==> config.mk <==
export PLATFORM = sky130hd
export DESIGN_NAME = multicycle_ctrl
export DESIGN_NICKNAME = d
export VERILOG_FILES = /design/src/rtl/multicycle_ctrl.sv
export SDC_FILE = /design/constraint.sdc
export NUM_CORES = 1
export LEC_CHECK = 0
export ABC_AREA = 1
export BUFFER_PORTS_ARGS = -buffer_cell sky130_fd_sc_hd__buf_2
export CAP_MARGIN = 10
export CORE_MARGIN = 2
export CORE_UTILIZATION = 41
export DETAILED_ROUTE_END_ITERATION = 10
export PLACE_DENSITY = 0.86
export SLEW_MARGIN = 10
export SYNTH_ARGS = -nofsm -noshare
export SYNTH_HDL_FRONTEND = slang
export SYNTH_SLANG_ARGS = --single-unit
export TNS_END_PERCENT = 100
==> constraint.sdc <==
create_clock -name clk -period 1.3 [get_ports clk]
set_input_delay 0.195 -clock clk [delete_from_list [all_inputs] [get_ports clk]]
set_output_delay 0.195 -clock clk [all_outputs]
set_load 0.02 [all_outputs]
==> src/rtl/multicycle_ctrl.sv <==
// Control FSM for a multicycle RV32I datapath with a shared instruction/data memory port.
// Moore state outputs plus a funct decode; write enables are masked while reset_n is low.
module multicycle_ctrl (
  input  logic       clk,
  input  logic       reset_n,
  input  logic [6:0] op,
  input  logic [2:0] funct3,
  input  logic       funct7b5,
  input  logic       zero,
  input  logic       mem_ready,
  output logic       pcwrite,
  output logic       adrsrc,
  output logic       memwrite,
  output logic       irwrite,
  output logic       regwrite,
  output logic [1:0] resultsrc,
  output logic [1:0] alusrca,
  output logic [1:0] alusrcb,
  output logic [1:0] immsrc,
  output logic [2:0] alucontrol,
  output logic       retire,
  output logic       illegal,
  output logic [3:0] state
);

  localparam logic [3:0] S_FETCH    = 4'd0;
  localparam logic [3:0] S_DECODE   = 4'd1;
  localparam logic [3:0] S_MEMADR   = 4'd2;
  localparam logic [3:0] S_MEMREAD  = 4'd3;
  localparam logic [3:0] S_MEMWB    = 4'd4;
  localparam logic [3:0] S_MEMWRITE = 4'd5;
  localparam logic [3:0] S_EXECR    = 4'd6;
  localparam logic [3:0] S_EXECI    = 4'd7;
  localparam logic [3:0] S_ALUWB    = 4'd8;
  localparam logic [3:0] S_BEQ      = 4'd9;
  localparam logic [3:0] S_JAL      = 4'd10;
  localparam logic [3:0] S_TRAP     = 4'd11;

  localparam logic [6:0] OP_LW  = 7'b0000011;
  localparam logic [6:0] OP_SW  = 7'b0100011;
  localparam logic [6:0] OP_R   = 7'b0110011;
  localparam logic [6:0] OP_I   = 7'b0010011;
  localparam logic [6:0] OP_BEQ = 7'b1100011;
  localparam logic [6:0] OP_JAL = 7'b1101111;

  localparam logic [2:0] ALU_ADD = 3'b000;
  localparam logic [2:0] ALU_SUB = 3'b001;
  localparam logic [2:0] ALU_AND = 3'b010;
  localparam logic [2:0] ALU_OR  = 3'b011;
  localparam logic [2:0] ALU_SLT = 3'b101;

  logic [3:0] r_state;
  logic       r_illegal;
  logic [3:0] w_next;
  logic [2:0] w_functAlu;
  logic       w_pcwrite;
  logic       w_memwrite;
  logic       w_irwrite;
  logic       w_regwrite;
  logic       w_retire;

  always_ff @(posedge clk or negedge reset_n) begin
    if (!reset_n) begin
      r_state   <= S_FETCH;
      r_illegal <= 1'b0;
    end else begin
      r_state <= w_next;
      if (w_next == S_TRAP) r_illegal <= 1'b1;
    end
  end

  always_comb begin
    w_next = S_FETCH;
    case (r_state)
      S_FETCH:    w_next = mem_ready ? S_DECODE : S_FETCH;
      S_DECODE: begin
        case (op)
          OP_LW, OP_SW: w_next = S_MEMADR;
          OP_R:         w_next = S_EXECR;
          OP_I:         w_next = S_EXECI;
          OP_BEQ:       w_next = S_BEQ;
          OP_JAL:       w_next = S_JAL;
          default:      w_next = S_TRAP;
        endcase
      end
      S_MEMADR:   w_next = (op == OP_SW) ? S_MEMWRITE : S_MEMREAD;
      S_MEMREAD:  w_next = mem_ready ? S_MEMWB : S_MEMREAD;
      S_MEMWRITE: w_next = mem_ready ? S_FETCH : S_MEMWRITE;
      S_EXECR, S_EXECI, S_JAL: w_next = S_ALUWB;
      S_ALUWB, S_MEMWB, S_BEQ: w_next = S_FETCH;
      S_TRAP:     w_next = S_TRAP;
      default:    w_next = S_FETCH;
    endcase
  end

  // Subtract only for R-type (op[5]) with instr[30]; addi ignores that bit.
  always_comb begin
    w_functAlu = ALU_ADD;
    case (funct3)
      3'b000:  w_functAlu = (op[5] && funct7b5) ? ALU_SUB : ALU_ADD;
      3'b010:  w_functAlu = ALU_SLT;
      3'b110:  w_functAlu = ALU_OR;
      3'b111:  w_functAlu = ALU_AND;
      default: w_functAlu = ALU_ADD;
    endcase
  end

  always_comb begin
    case (op)
      OP_SW:   immsrc = 2'b01;
      OP_BEQ:  immsrc = 2'b10;
      OP_JAL:  immsrc = 2'b11;
      default: immsrc = 2'b00;
    endcase
  end

  always_comb begin
    w_pcwrite  = 1'b0;
    w_memwrite = 1'b0;
    w_irwrite  = 1'b0;
    w_regwrite = 1'b0;
    w_retire   = 1'b0;
    adrsrc     = 1'b0;
    resultsrc  = 2'b00;
    alusrca    = 2'b00;
    alusrcb    = 2'b00;
    alucontrol = ALU_ADD;
    case (r_state)
      S_FETCH: begin
        alusrcb   = 2'b10;
        resultsrc = 2'b10;
        w_irwrite = mem_ready;
        w_pcwrite = mem_ready;
      end
      S_DECODE: begin
        alusrca = 2'b01;
        alusrcb = 2'b01;
      end
      S_MEMADR: begin
        alusrca = 2'b10;
        alusrcb = 2'b01;
      end
      S_MEMREAD: adrsrc = 1'b1;
      S_MEMWRITE: begin
        adrsrc     = 1'b1;
        w_memwrite = 1'b1;
        w_retire   = mem_ready;
      end
      S_MEMWB: begin
        resultsrc  = 2'b01;
        w_regwrite = 1'b1;
        w_retire   = 1'b1;
      end
      S_EXECR: begin
        alusrca    = 2'b10;
        alucontrol = w_functAlu;
      end
      S_EXECI: begin
        alusrca    = 2'b10;
        alusrcb    = 2'b01;
        alucontrol = w_functAlu;
      end
      S_ALUWB: begin
        w_regwrite = 1'b1;
        w_retire   = 1'b1;
      end
      S_BEQ: begin
        alusrca    = 2'b10;
        alucontrol = ALU_SUB;
        w_pcwrite  = zero;
        w_retire   = 1'b1;
      end
      S_JAL: begin
        alusrca   = 2'b01;
        alusrcb   = 2'b10;
        w_pcwrite = 1'b1;
      end
      default: ;
    endcase
  end

  assign pcwrite  = w_pcwrite  & reset_n;
  assign memwrite = w_memwrite & reset_n;
  assign irwrite  = w_irwrite  & reset_n;
  assign regwrite = w_regwrite & reset_n;
  assign retire   = w_retire   & reset_n;
  assign illegal  = r_illegal;
  assign state    = r_state;

endmodule

* Word-level counts from Yosys, hierarchy flattened *
Cells that the tools add are included.

operators by class
  bitwise logic cells = 5
  reductions and logical operators = 13
  multiplexer cells = 19
  eq/ne operators = 21

operators by type and width
  cell                                                                    count
  4-bit one-hot mux with 7 select lines                                   1
  4-bit equality test (second input constant)                             5
  4-bit one-hot mux with 5 select lines                                   1
  4-bit by 3-bit equality test with 1-bit output (second input constant)  4
  7-bit by 6-bit equality test with 1-bit output (second input constant)  2
  7-bit equality test (second input constant)                             2
  2-bit one-hot mux with 2 select lines                                   3
  3-bit one-hot mux with 4 select lines                                   1
  2-bit OR reduction                                                      6
  3-bit 2-to-1 mux                                                        3
  3-bit OR reduction                                                      3
  4-bit by 2-bit equality test with 1-bit output (second input constant)  2
  7-bit by 2-bit equality test with 1-bit output (second input constant)  1
  7-bit by 5-bit equality test with 1-bit output (second input constant)  1
  3-bit equality test (second input constant)                             2
  1-bit 2-to-1 mux                                                        6
  2-bit one-hot mux with 3 select lines                                   1
  3-bit one-hot mux with 2 select lines                                   1
  1-bit AND                                                               5
  4-bit by 1-bit equality test with 1-bit output (second input constant)  1
  4-bit logical NOT                                                       1
  4-bit OR reduction                                                      1
  3-bit by 2-bit equality test with 1-bit output (second input constant)  1
  3-bit logical NOT                                                       1
  3 further kinds                                                         3

storage, ports and cells
  word-level logic and storage cells = 60
  register bits after elaboration = 5

* Logic depth before layout (Yosys ltp) *
  depth after elaboration = 5
  mapped depth = 10

* Least setup slack after synthesis *
No wires, ideal clock.

  kind = reg2out
  start = register r_state[2] (netlist: state[2])
  end = output alucontrol[2]
  arrival = 1,398 ps
  stages on the path, launching flop included = 7
  setup slack = -293 ps
  data required time = 1,105 ps
  cells stage by stage = dfrtp_1 inv_2 nor2_4 inv_2 nor2_1 inv_2 nor3_1

between the ends
  longest elaborated chain between the ends = 3

ends and longest elaborated chain
  item                                            line  source
  from (decl)                                     52    logic [3:0] r_state;
  from (signal assigned)                          67    r_state <= w_next;
  4-bit by 3-bit equality test with 1-bit output  128   case (r_state)
  2-bit OR reduction (no source line)             n/a
  3-bit one-hot mux with 2 select lines (*)       128
  to (decl)                                       20    output logic [2:0] alucontrol,

Mark *: on every way between the ends. The rest lies on a longest branch, timed or not.

* Worst setup path after layout *
  start = register r_state[2] (netlist: state[2])
  end = output alusrcb[0]

between the ends
  longest elaborated chain between the ends = 3

ends and longest elaborated chain
  item                                                                       line  source
  4-bit by 3-bit equality test with 1-bit output (tied with other cells)     128
  3-bit OR reduction (no source line) or 2-bit OR reduction (tied branches)  n/a
  2-bit one-hot mux with 2 select lines (*)                                  128
  to (decl)                                                                  18    output logic [1:0] alusrcb,

Marked as above.

==> impl_metrics.py <==
metrics = {
    "routing": {
        "first_iter_violations": 61,
        "dr.pass1.iters": 4,
        "vias": 1009,
        "routed_wl_um": 3030,
        "ant_nets": 0,
        "drc": 0,
        "vias_per_cell": 5.73,
        "wire_per_inst_um": 17.2,
    },
    "logic_synthesis": {
        "netlist.area_leader.share_pct": 21.7,
        "yosysSeqAreaShare_pct": 21.7,
        "synth_top_area_cell": "dfrtp_1",
        "synth_area_leaders": "dfrtp_1 22%, nand2_1 20%, inv_1 10%",
        "ys_ff_latch": 5,
        "netlist_instances": 104,
        "yosys_warnings": 0,
        "syn_nets": 119,
        "synthDistinctLibCells": 18,
        "syn-cell-area_um2": 577,
        "syn_area_per_cell_um2": 5.55,
    },
    "layout": {
        "area_delta_synth_final_pct": 111,
        "nNetsFinal": 177,
        "finish.instance_area_um2": 1220,
        "layout-drive-gt1-share_pct": 64.6,
        "final_cell_mix": "23 x nand2_1, 21 x buf_2, 17 x buf_4",
        "final_cells": 176,
        "layout_commonest_cell": "nand2_1",
        "fin_util_pct": 93.6,
        "antenna_cells": 0,
        "multiInputGateArea_um2": 537,
        "fillers": 50,
        "regArea_um2": 130,
    },
    "power": {
        "peakVddDrop_uv": 1790,
        "power.static_leakage_nw": 0.615,
        "power.density_nw_per_um2": 2340,
    },
    "run_status": {
        "run_status": "complete, but fails checks",
        "violations": "negative setup slack",
    },
    "place": {
        "gp_congestion": 0.854,
        "dp_hpwl_um": 1460,
        "placed_cell_area_um2": 947,
        "port_buffers": 36,
        "placed_cells": 167,
    },
    "sta": {
        "finalCritPeriodShare_pct": 134,
        "rsz0062_at_grt": "yes",
        "hold_violations": 0,
        "fin_crit_ns": 1.74,
        "maxSlewViolCount": 0,
        "setup_violations": 17,
        "maxSlewHeadroom_pct": 75.1,
        "fmaxAchievable_mhz": 574,
        "finalClockSkew_ns": 0.00258,
        "max_slew.worst_pin.slew_ns": 0.369,
        "finalWorstSetupSlack_ns": -0.443,
    },
    "floorplanning": {
        "die_h_um": 41.5,
        "core_um2": 1300,
        "initial_core_util_pct": 44.3,
        "dieWidth_um": 41.5,
        "dieArea_um2": 1720,
        "fp-row-count": 13,
        "top_level_ports": 37,
    },
    "clocking": {
        "cts_root_buf": "clkbuf_4",
        "cts.sinks": 5,
        "ctsLongestPathBuffers": 2,
        "numCtsBuffers": 3,
        "cts.reportedPaths.clkPinSlew_ns": 0.05,
        "clock_latency_ns": 0.24,
        "h-tree-depth": 1,
        "cts_tree": "done",
    },
    "global_route": {
        "grt_first_pass_wirelength_um": 3510,
        "grt_util_all_layers_pct": 25.3,
        "grt_pass1_vias": 841,
        "gr-total-overflow": 0,
        "antenna_found_initial": 0,
        "grt_max_degree": 6,
    },
    "job": {
        "maxCapViolations": 0,
    },
    "critical_path": {
        "worstSetupPathType": "reg2out",
        "cp-start-kind": "register",
        "arrival_ns": 1.55,
        "critical_path.max_fanout": 5,
        "cp_data_required_time_ns": 1.11,
        "cp-end-kind": "output port",
    },
    "worst_hold_path": {
        "worstHoldPathType": "in2reg",
    },
}
## synthesized netlist by cell type
cell type,count
inv_2,7
nand3_1,8
dfrtp_1,5
o21ai_0,4
buf_6,1
o21ai_1,1
a31oi_1,2
nand2_2,2
nand2_1,30
nand4_1,1
nor3_1,4
o2111ai_1,1
o211ai_1,2
nor2_4,2
nor2_2,2
inv_1,16
nand3_2,1
nor2_1,15
## layout make-up
cell class	instances	share of cell area [%]
clock buffer	4	2.16
sequential	5	10.7
tap	15	1.54
timing repair buffer	54	33.8
inverter	23	7.71
multi-input combinational	75	44.1
## per-layer routing
| layer | vias to the layer above | global-route usage, % | share of wire (%) |
|---|---|---|---|
| li1 | 440 | - | - |
| met4 | 0 | 7.74 | 4.5 |
| met3 | 18 | 5.65 | 8.1 |
| met5 | - | 0 | 0 |
| met1 | 466 | 27.5 | 34 |
| met2 | 85 | 47.8 | 53 |
## cells by family (layout without fill, tap and decap cells)
logic type / count (synthesis) / in the layout / share of synthesized area (%)
AOI/OAI and AO/OA: 10 / 10 / 10.6
buffers and inverters: 24 / 81 / 16.9
DFF: 5 / 5 / 21.7
and+or+nand+nor: 65 / 65 / 50.8
## state kept, by name, summed over array words and instances (netlist names)
register and count:
state 4, illegal 1
## power breakdown
part	internal, W	switching (W)
combinational	0.000991	0.00132
sequential	0.000222	0.000128
clock	0.000116	0.0000700
total	0.00133	0.00152
## what timing repair did
action	in CTS	in global routing
buffers inserted	2	3
pin swaps	6	7
hold buffers	1	0
endpoints found under the setup margin	16	18
endpoints found under the hold margin	5	0
resized for setup	38	26
## path summary, 6_finish.rpt
check	from	endpoint	slack (ns)	cells after the start
setup / recovery	state[2]	alusrcb[0]	-0.44	6
setup reg to reg	state[2]	illegal	-0.11	9
hold reg to reg	illegal	illegal	0.50	2
max in group asynchronous	reset_n	state[0]	0.76	3
min in group asynchronous	reset_n	state[3]	0.42	3
hold / removal	op[4]	state[2]	0.28	3
## metrics by stage
| step | power (W) | TNS [ns] | setup WS [ns] | hold slack (ns) |
|---|---|---|---|---|
| after global routing | 0.00299 | -5.66 | -0.520 | 0.291 |
| after CTS | 0.00240 | -3.48 | -0.301 | 0.276 |
| after floorplan | 0.00128 | -0.122 | -0.0789 | -0.101 |
| after detailed placement | 0.00184 | -0.278 | -0.0809 | 0.107 |
| final | 0.00285 | -4.54 | -0.443 | 0.284 |
| after global placement | 0.00182 | -0.191 | -0.0680 | 0.103 |
## critical path, stage by stage, from the launching register on
cell	delay (ns)
dfrtp_2	0.44
inv_2	0.07
nor2_4	0.13
inv_4	0.06
buf_6	0.12
o211ai_1	0.27
buf_4	0.20
Power figures use the tool's default switching activity.
